===== config.mk =====
export PLATFORM = sky130hd
export DESIGN_NAME = rope_controller_flat
export DESIGN_NICKNAME = d
export VERILOG_FILES = /design/src/rtl/rope_controller_if.sv /design/src/rtl/rope_controller.sv /design/src/flat_wrapper.sv
export SDC_FILE = /design/constraint.sdc
export NUM_CORES = 1
export LEC_CHECK = 0
export ABC_CLOCK_PERIOD_IN_PS = 1700
export CAP_MARGIN = 20
export CORE_UTILIZATION = 44
export CTS_CLUSTER_DIAMETER = 50
export DETAILED_ROUTE_END_ITERATION = 6
export PLACE_DENSITY = 0.72
export SLEW_MARGIN = 25
export SYNTH_ARGS = -nofsm -noshare
export SYNTH_HDL_FRONTEND = slang
export SYNTH_SLANG_ARGS = --single-unit

===== constraint.sdc =====
create_clock -name clk -period 1.7 [get_ports clk]
set_input_delay 0.34 -clock clk [delete_from_list [all_inputs] [get_ports clk]]
set_output_delay 0.34 -clock clk [all_outputs]
set_load 0.1 [all_outputs]

===== src/rtl/rope_controller_if.sv =====
// Bundles the harpoon rope request inputs and the rope geometry/hit outputs.
// The master side (game logic) drives requests; the slave side (rope_controller) drives rope state.
interface rope_controller_if;
    logic        startOfFrame;
    logic        gameActive;
    logic        ropeDeploy;
    logic [10:0] ropeXIn;
    logic        col_rope_ball;
    logic        ropeActive;
    logic [10:0] ropeX;
    logic [10:0] ropeTopY;
    logic        ropeHitBall;

    modport master (
        output startOfFrame, gameActive, ropeDeploy, ropeXIn, col_rope_ball,
        input  ropeActive, ropeX, ropeTopY, ropeHitBall
    );

    modport slave (
        input  startOfFrame, gameActive, ropeDeploy, ropeXIn, col_rope_ball,
        output ropeActive, ropeX, ropeTopY, ropeHitBall
    );
endinterface


===== src/rtl/rope_controller.sv =====
// Harpoon rope animator: launches on a deploy press, grows one step per frame, holds at the ceiling, retires on hit.
// Latency: all outputs registered, updated on the same edge as the state. Backpressure: none, inputs sampled every cycle.
module rope_controller #(
    parameter logic [10:0] FLOOR_Y     = 11'd440,
    parameter logic [10:0] CEILING_Y   = 11'd16,
    parameter logic [10:0] GROW_STEP   = 11'd4,
    parameter logic [5:0]  HOLD_FRAMES = 6'd30
) (
    input logic         clk,
    input logic         resetN,
    rope_controller_if.slave rope
);
    typedef enum logic [1:0] {IDLE, EXTEND, HOLD} state_t;

    state_t      state, state_n;
    logic [10:0] top_n, x_n;
    logic [5:0]  hold_cnt, hold_n;
    logic        armed, armed_n, hit_n;

    always_ff @(posedge clk) begin
        if (!resetN) begin
            state            <= IDLE;
            rope.ropeActive  <= 1'b0;
            rope.ropeX       <= 11'd0;
            rope.ropeTopY    <= FLOOR_Y;
            rope.ropeHitBall <= 1'b0;
            hold_cnt         <= 6'd0;
            armed            <= 1'b1;
        end else begin
            state            <= state_n;
            rope.ropeActive  <= (state_n != IDLE);
            rope.ropeX       <= x_n;
            rope.ropeTopY    <= top_n;
            rope.ropeHitBall <= hit_n;
            hold_cnt         <= hold_n;
            armed            <= armed_n;
        end
    end

    always_comb begin
        state_n = state;
        top_n   = rope.ropeTopY;
        x_n     = rope.ropeX;
        hold_n  = hold_cnt;
        armed_n = armed;
        hit_n   = 1'b0;

        // Leaving play mode parks the rope silently and keeps the arm latch as is.
        if (!rope.gameActive) begin
            state_n = IDLE;
            top_n   = FLOOR_Y;
        end else begin
            case (state)
                IDLE: begin
                    top_n = FLOOR_Y;
                    if (!rope.ropeDeploy) begin
                        armed_n = 1'b1;
                    end else if (armed) begin
                        x_n     = rope.ropeXIn;
                        armed_n = 1'b0;
                        state_n = EXTEND;
                    end
                end
                EXTEND: begin
                    if (rope.col_rope_ball) begin
                        hit_n   = 1'b1;
                        state_n = IDLE;
                        top_n   = FLOOR_Y;
                    end else if (rope.startOfFrame) begin
                        // Compare before subtracting so the top never crosses the ceiling or wraps.
                        if (rope.ropeTopY >= CEILING_Y + GROW_STEP + 11'd1) begin
                            top_n = rope.ropeTopY - GROW_STEP;
                        end else begin
                            top_n   = CEILING_Y;
                            hold_n  = 6'd0;
                            state_n = HOLD;
                        end
                    end
                end
                HOLD: begin
                    if (rope.col_rope_ball) begin
                        hit_n   = 1'b1;
                        state_n = IDLE;
                        top_n   = FLOOR_Y;
                    end else if (rope.startOfFrame) begin
                        if (hold_cnt == HOLD_FRAMES) begin
                            state_n = IDLE;
                            top_n   = FLOOR_Y;
                        end else begin
                            hold_n = hold_cnt + 6'd1;
                        end
                    end
                end
                default: begin
                    state_n = IDLE;
                    top_n   = FLOOR_Y;
                end
            endcase
        end
    end
endmodule

===== src/flat_wrapper.sv =====
// flat-port wrapper written by rule: the top's interface ports become plain ports
module rope_controller_flat 
#(
    parameter logic [10:0] FLOOR_Y     = 11'd440,
    parameter logic [10:0] CEILING_Y   = 11'd16,
    parameter logic [10:0] GROW_STEP   = 11'd4,
    parameter logic [5:0]  HOLD_FRAMES = 6'd30
)
  (clk, resetN, rope_startOfFrame, rope_gameActive, rope_ropeDeploy, rope_ropeXIn, rope_col_rope_ball, rope_ropeActive, rope_ropeX, rope_ropeTopY, rope_ropeHitBall);
  rope_controller_if rope_i ();
  input logic clk;
  input logic resetN;
  input wire logic [$bits(rope_i.startOfFrame)-1:0] rope_startOfFrame;
  input wire logic [$bits(rope_i.gameActive)-1:0] rope_gameActive;
  input wire logic [$bits(rope_i.ropeDeploy)-1:0] rope_ropeDeploy;
  input wire logic [$bits(rope_i.ropeXIn)-1:0] rope_ropeXIn;
  input wire logic [$bits(rope_i.col_rope_ball)-1:0] rope_col_rope_ball;
  output wire logic [$bits(rope_i.ropeActive)-1:0] rope_ropeActive;
  output wire logic [$bits(rope_i.ropeX)-1:0] rope_ropeX;
  output wire logic [$bits(rope_i.ropeTopY)-1:0] rope_ropeTopY;
  output wire logic [$bits(rope_i.ropeHitBall)-1:0] rope_ropeHitBall;
  assign rope_i.startOfFrame = rope_startOfFrame;
  assign rope_i.gameActive = rope_gameActive;
  assign rope_i.ropeDeploy = rope_ropeDeploy;
  assign rope_i.ropeXIn = rope_ropeXIn;
  assign rope_i.col_rope_ball = rope_col_rope_ball;
  assign rope_ropeActive = rope_i.ropeActive;
  assign rope_ropeX = rope_i.ropeX;
  assign rope_ropeTopY = rope_i.ropeTopY;
  assign rope_ropeHitBall = rope_i.ropeHitBall;
  rope_controller #(.FLOOR_Y(FLOOR_Y), .CEILING_Y(CEILING_Y), .GROW_STEP(GROW_STEP), .HOLD_FRAMES(HOLD_FRAMES)) u_core (.clk(clk), .resetN(resetN), .rope(rope_i));
endmodule

==> results.toml, run 1 <==
[finish]
n_fill_cell = 190
finish.utilization_pct = 82.9
synthToLayoutAreaGrowth_pct = 74.8
multi_input_area_mm2 = 0.00110
final_nets = 294
regArea_um2 = 652
antenna_cells = 0
drive_gt1_share_pct = 41.1

[synth]
synth_edf_count = 0
synthesis.area_mm2 = 0.00163
synthTopCellsByArea = "dfxtp_1, nand2_1, a21boi_0, ha_1, xnor2_1"
syn_area_per_cell_um2 = 8.64
synth_cell_types = 45
synth_ff_type = "dfxtp_1"
synth-seq-area-share_pct = 38.0
yosysMostFrequentCell = "nand2_1"
synth_warnings = 0
ys_async_sr_fraction_pct = 0
synth_cells = 189
synth_largest_area_cell = "dfxtp_1"
yosys-top-cells-count = "nand2_1, dfxtp_1, nor2_1"
synth_top_area_share_pct = 38.0
ys_ff_latch = 31

[sta]
timing.hold.ws_ps = 504
setup_viol = 7
slew_headroom_pct = 64.5
tightest_slew_ps = 532
fin_skew_ps = 4.56
worst_slack_ps = -43.3
hold_viol = 0
fin_crit_ps = 1740
setup-tns-final_ps = -122
timing.final.crit_share_pct = 103
drv_slew = 0
rsz0062_at_grt = "yes"
fmax_mhz = 574

[clock_tree]
cts_max_path_buffers = 2
clk_pin_slew_ps = 60
ctsHoldBuffers = 0
cts_root_buf = "clkbuf_8"
cts.sinks = 31
worstSkewPairLatency_ps = 290
tritoncts = "done"
h-tree-depth = 2
cts_buffers = 5

[power]
ir_drop_v = 0.000584
power.density_mw_per_mm2 = 601
power_leakage_nw = 1.11

[critical_path]
crit_type = "flip-flop to flip-flop"
crit_path_end_kind = "flip-flop"
cp.required_ps = 1890
critPathMaxFanout = 6
startpoint_type = "flip-flop"
cp.arrival_ps = 1930

[min_path]
hp-class = "flip-flop to flip-flop"

[routing]
postRouteAntennaNets = 0
drt-initial-drc-count = 101
routedWlPerCell_um = 16.7
wl_mm = 5.27
drc_errors = 0
avgViaCountPerCell = 5.59
dr.pass1.iters = 4
vias = 1765

[die]
die_x_um = 62.9
fp.dieH_um = 62.9
top_level_ports = 41
core.rowCount = 21
core-area_mm2 = 0.00344
dieArea_mm2 = 0.00396
initial_utilization_pct = 47.4

[outcome]
violations = "setup timing"
status = "complete, but fails checks"

[job]
timing.max_cap.violations = 0

[placed_design]
gp_congestion = 0.922
pre_cts_slack_ps = -382
io_buffers = 38
dp_hpwl_mm = 3.61

[global_route]
grt_pass1_vias = 1882
track_usage_pct = 26.9
grt_pass1_wl_mm = 8.26
antenna_found_initial = 0
grt_max_degree = 16
overflow = 0
[state kept, by name, indices dropped and copies added (netlist names)]
| signal | cells |
|---|---|
| u_core.armed | 1 |
| u_core.hold_cnt | 6 |
| u_core.rope.ropeActive | 1 |
| u_core.rope.ropeHitBall | 1 |
| u_core.rope.ropeTopY | 9 |
| u_core.rope.ropeX | 11 |
| u_core.state | 2 |
[through the flow]
step / area [µm²] / power, mW / std cells
3_5_place_dp: 2580 / 1.11 / 306
6_report: 2850 / 1.71 / 316
5_1_grt: 2850 / 1.77 / 316
4_1_cts: 2770 / 1.71 / 314
3_3_place_gp: 2580 / 1.11 / 306
2_1_floorplan: 1670 / 0.954 / 190
[power by group]
group | internal [mW] | switching, mW
Clock | 0.317 | 0.277
Combinational | 0.148 | 0.217
Sequential | 0.735 | 0.0201
[placed cells by master, fill, tap and decap left out, types with 4 or more instances in the layout]
cell,n
xnor2_1,7
inv_1,9
a21boi_0,12
dfxtp_4,7
o21ai_0,5
clkdlybuf4s50_1,15
buf_4,40
dfxtp_2,4
dfxtp_1,20
nor2_1,15
clkbuf_8,6
buf_12,22
nand2_1,34
[final timing paths]
check,to,cells after the start,slack (ps),from
worst min-delay path,u_core.rope.ropeX[6]$_SDFFE_PN0P_,2,500,u_core.rope.ropeX[6]$_SDFFE_PN0P_
worst max-delay path,u_core.hold_cnt[1]$_SDFFE_PN0P_,4,-40,u_core.rope.ropeTopY[4]$_SDFFE_PN1P_
worst max register to register,u_core.hold_cnt[1]$_SDFFE_PN0P_,4,-40,u_core.rope.ropeTopY[4]$_SDFFE_PN1P_
worst min register to register,u_core.rope.ropeX[6]$_SDFFE_PN0P_,2,500,u_core.rope.ropeX[6]$_SDFFE_PN0P_
[what timing repair did]
item                                    in CTS  in global routing
pin swaps                                    7                 10
endpoints found under the setup margin      12                 12
gates resized for setup                     23                 12
endpoints found under the hold margin        0                  0
buffers inserted                             1                  2
[critical path, stage by stage, from the launching register on]
cell,delay (ps)
dfxtp_4,350
a2111oi_4,420
a41oi_4,300
o311a_4,370
a41o_1,200
[cell families after synthesis]
| family | share of synthesized area, % |
|---|---|
| fa+ha+maj | 5.36 |
| xor+xnor | 4.83 |
| compound gates | 22.6 |
| simple gates | 24.4 |
| other cells | 0.230 |
| buf+inv | 4.60 |
| flops | 38.0 |
[area by class of cell]
type | instances | share of cell area [%]
Clock buffer | 6 | 2.89
Clock inverter | 1 | 0.175
Inverter | 12 | 1.58
Multi-Input combinational cell | 141 | 38.6
Sequential cell | 31 | 22.8
Tap cell | 46 | 2.02
Timing Repair Buffer | 79 | 31.9
[per-layer routing]
| metal | up-vias | track usage, % | share of wire [%] |
|---|---|---|---|
| met4 | 0 | 17.2 | 4.6 |
| met2 | 85 | 50.8 | 55 |
| met1 | 835 | 24.8 | 34 |
| met3 | 28 | 7.66 | 6.2 |
| li1 | 817 | - | - |
| met5 | - | 0 | 0 |
Power figures use the tool's default switching activity.
==> run 2, diff against run 1 <==
--- a/config.mk
+++ b/config.mk
@@ -5,7 +5,6 @@
 export SDC_FILE = /design/constraint.sdc
 export NUM_CORES = 1
 export LEC_CHECK = 0
-export ABC_CLOCK_PERIOD_IN_PS = 1700
 export CAP_MARGIN = 20
 export CORE_UTILIZATION = 44
 export CTS_CLUSTER_DIAMETER = 50
==> results of run 2 <==
Same layout as run 1: the final DEF is identical, and so are final timing and power.
==> RTL change (settings of run 2) <==
The 3 states of `state_t` get a one-hot encoding in 3 bits.
--- a/src/rtl/rope_controller.sv
+++ b/src/rtl/rope_controller.sv
@@ -10,7 +10,7 @@
     input logic         resetN,
     rope_controller_if.slave rope
 );
-    typedef enum logic [1:0] {IDLE, EXTEND, HOLD} state_t;
+    typedef enum logic [2:0] {IDLE = 3'b001, EXTEND = 3'b010, HOLD = 3'b100} state_t;
 
     state_t      state, state_n;
     logic [10:0] top_n, x_n;
Behaviour: same outputs for any inputs over 10 cycles, from zero or initial values and one cycle with resetN low; not proved beyond that.
==> RTL change against run 2 <==
- via count is 1.2% lower
- synthesized area up 3.5%
- routed wire length decreased by 10%
- cell area is 3.6% lower
- critical path depth rose by 2
- worst setup slack gained 93 ps
- power increased by 13%
- first-iteration DRC count down 35%
- sequential cell count is 1 higher
- critical path type unchanged
- critical endpoint is now u_core.rope.ropeTopY[10]
- highest routed layer unchanged
==> RTL change: results (changes against run 2) <==
kind of cell adding the most delay to the critical path=simple AND/OR/NAND/NOR gates; overall via count from detail_route=1744 (-1.2%); I/O Buffers=38 (unchanged); nets@finish=283 (-3.7%); fraction of final layout cells sized beyond drive strength 1=34.85% (-6.3 points); root buffer cell=sky130_fd_sc_hd__clkbuf_8; insertion delay of the later-clocked pin in the worst-skew pair=290 ps (about the same); wire length of the first global-routing pass=7659 um (-7.3%); arrival time worst endpoint=1820 ps (-110 ps); Worst path slowest cell=sky130_fd_sc_hd__or3b_4; largest net degree at the start of global routing=12 (-4); number of CTS-inserted buffers=5 (unchanged); CTS max path bufs=2 (unchanged); count of mapped cells out of synthesis=190 (+0.53%); met1 layer wirelength in the final routing=2090 um (+16%); worst hold path class=reg -> reg; number of warnings issued by yosys=0 (unchanged); Core Area=3661 sq um (+6.4%); top area cells in the synthesized netlist=sky130_fd_sc_hd__dfxtp_1 (38%), sky130_fd_sc_hd__mux2i_1 (6.5%), sky130_fd_sc_hd__nor2_1 (3.8%); routed wl met3=300 um (-8.5%); most frequent cells after synthesis=sky130_fd_sc_hd__dfxtp_1 (32), sky130_fd_sc_hd__nor2_1 (17), sky130_fd_sc_hd__mux2i_1 (11), sky130_fd_sc_hd__o21ai_0 (11), sky130_fd_sc_hd__nand2_1 (10); Place WS=-222.2 ps (+159.7 ps); number of inserted diodes=0 (unchanged); Leakage Power=0.9954 nW (-11%); share of flip-flops with an asynchronous set or reset after synthesis=0% (unchanged); detailed-route wire length per cell=15.19 um (-9.0%); # fillers=251 (+32%); relative area change from synthesis to final layout=62.84%; routability congestion estimate=0.8711 (-5.5%); Post-synth EDFFs=0 (unchanged); count of routing violations after the opening detailed-route iteration=66 (-35%); crit path max fanout=5 (-1); placed cell area=2570 sq um (-0.44%); total routing usage reported by global routing=24.40% (-2.5 points); final worst clock skew=7.127 ps (+2.571 ps); Resize count post-CTS=1 (-96%); detailed-routing iteration count for the pre-antenna-repair pass=4 (unchanged); library cells used by synthesis=56 (+24%); antenna violations before repair=0 (unchanged); H-Tree Level Count=2 (unchanged); Final Non-Filler Cells=312 (-1.3%); DP Cell Count=303 (-0.98%); highest routed metal layer=met4; share of the yosys chip area belonging to registers=37.90% (-0.11 points); buffer count from post-CTS setup fixing=0 (-1); VDD IR-drop max=364.2 uV (-38%); largest registers ranked by flip-flop count=u_core.rope.ropeX (11), u_core.rope.ropeTopY (9), u_core.hold_cnt (6); estimated wirelength of the detail-placed design=3465 um (-4.1%); delay contributed by the slowest stage of the critical path=400 ps (-20 ps); result of the run=finished, final reports clean; clock transition at the register clock pins on the worst setup and hold paths after CTS=roughly 70 ps; sum of met2 wire segment lengths after detailed routing=2265 um (-22%)
-- RTL change: where the power goes --
group	switching (mW)	internal [mW]
Combinational	0.202	0.145
Sequential	0.0190	0.767
Clock	0.286	0.517
-- RTL change: final cells by class --
class | count | area share, %
Tap cell | 48 | 2.182
Inverter | 6 | 0.8182
Clock buffer | 7 | 3.500
Multi-Input combinational cell | 143 | 36.73
Timing Repair Buffer | 75 | 31.91
Clock inverter | 1 | 1.091
Sequential cell | 32 | 23.77
-- RTL change: per-layer routing --
metal / up-vias / GRT usage (%)
met5: - / 0
met2: 74 / 40.56
met1: 805 / 30.41
met4: 0 / 11.36
li1: 855 / -
met3: 10 / 4.286
-- RTL change: final timing paths --
path	start	slack, ps	cells past startpoint	endpoint
worst max register to register	u_core.rope.ropeTopY[3]	50	6	u_core.rope.ropeTopY[10]
worst min-delay path	u_core.rope.ropeTopY[10]	480	2	u_core.rope.ropeTopY[10]
worst max-delay path	u_core.rope.ropeTopY[3]	50	6	u_core.rope.ropeTopY[10]
worst min register to register	u_core.rope.ropeTopY[10]	480	2	u_core.rope.ropeTopY[10]
-- RTL change: worst register-to-register path, stage by stage (launching register included) --
cell                      delay, ps
sky130_fd_sc_hd__dfxtp_4        370
sky130_fd_sc_hd__inv_1           60
sky130_fd_sc_hd__ha_2           160
sky130_fd_sc_hd__or3b_4         400
sky130_fd_sc_hd__buf_4          150
sky130_fd_sc_hd__o31ai_1        280
sky130_fd_sc_hd__a21oi_1        110
-- RTL change: cells by family after synthesis --
logic type,after synthesis,synth area share (%)
other cells,1,0.2218
flops,32,37.90
fa+ha+maj,3,2.221
simple gates,70,23.61
mux,11,6.514
compound gates,55,23.24
xor+xnor,2,1.036
buf+inv,16,5.256
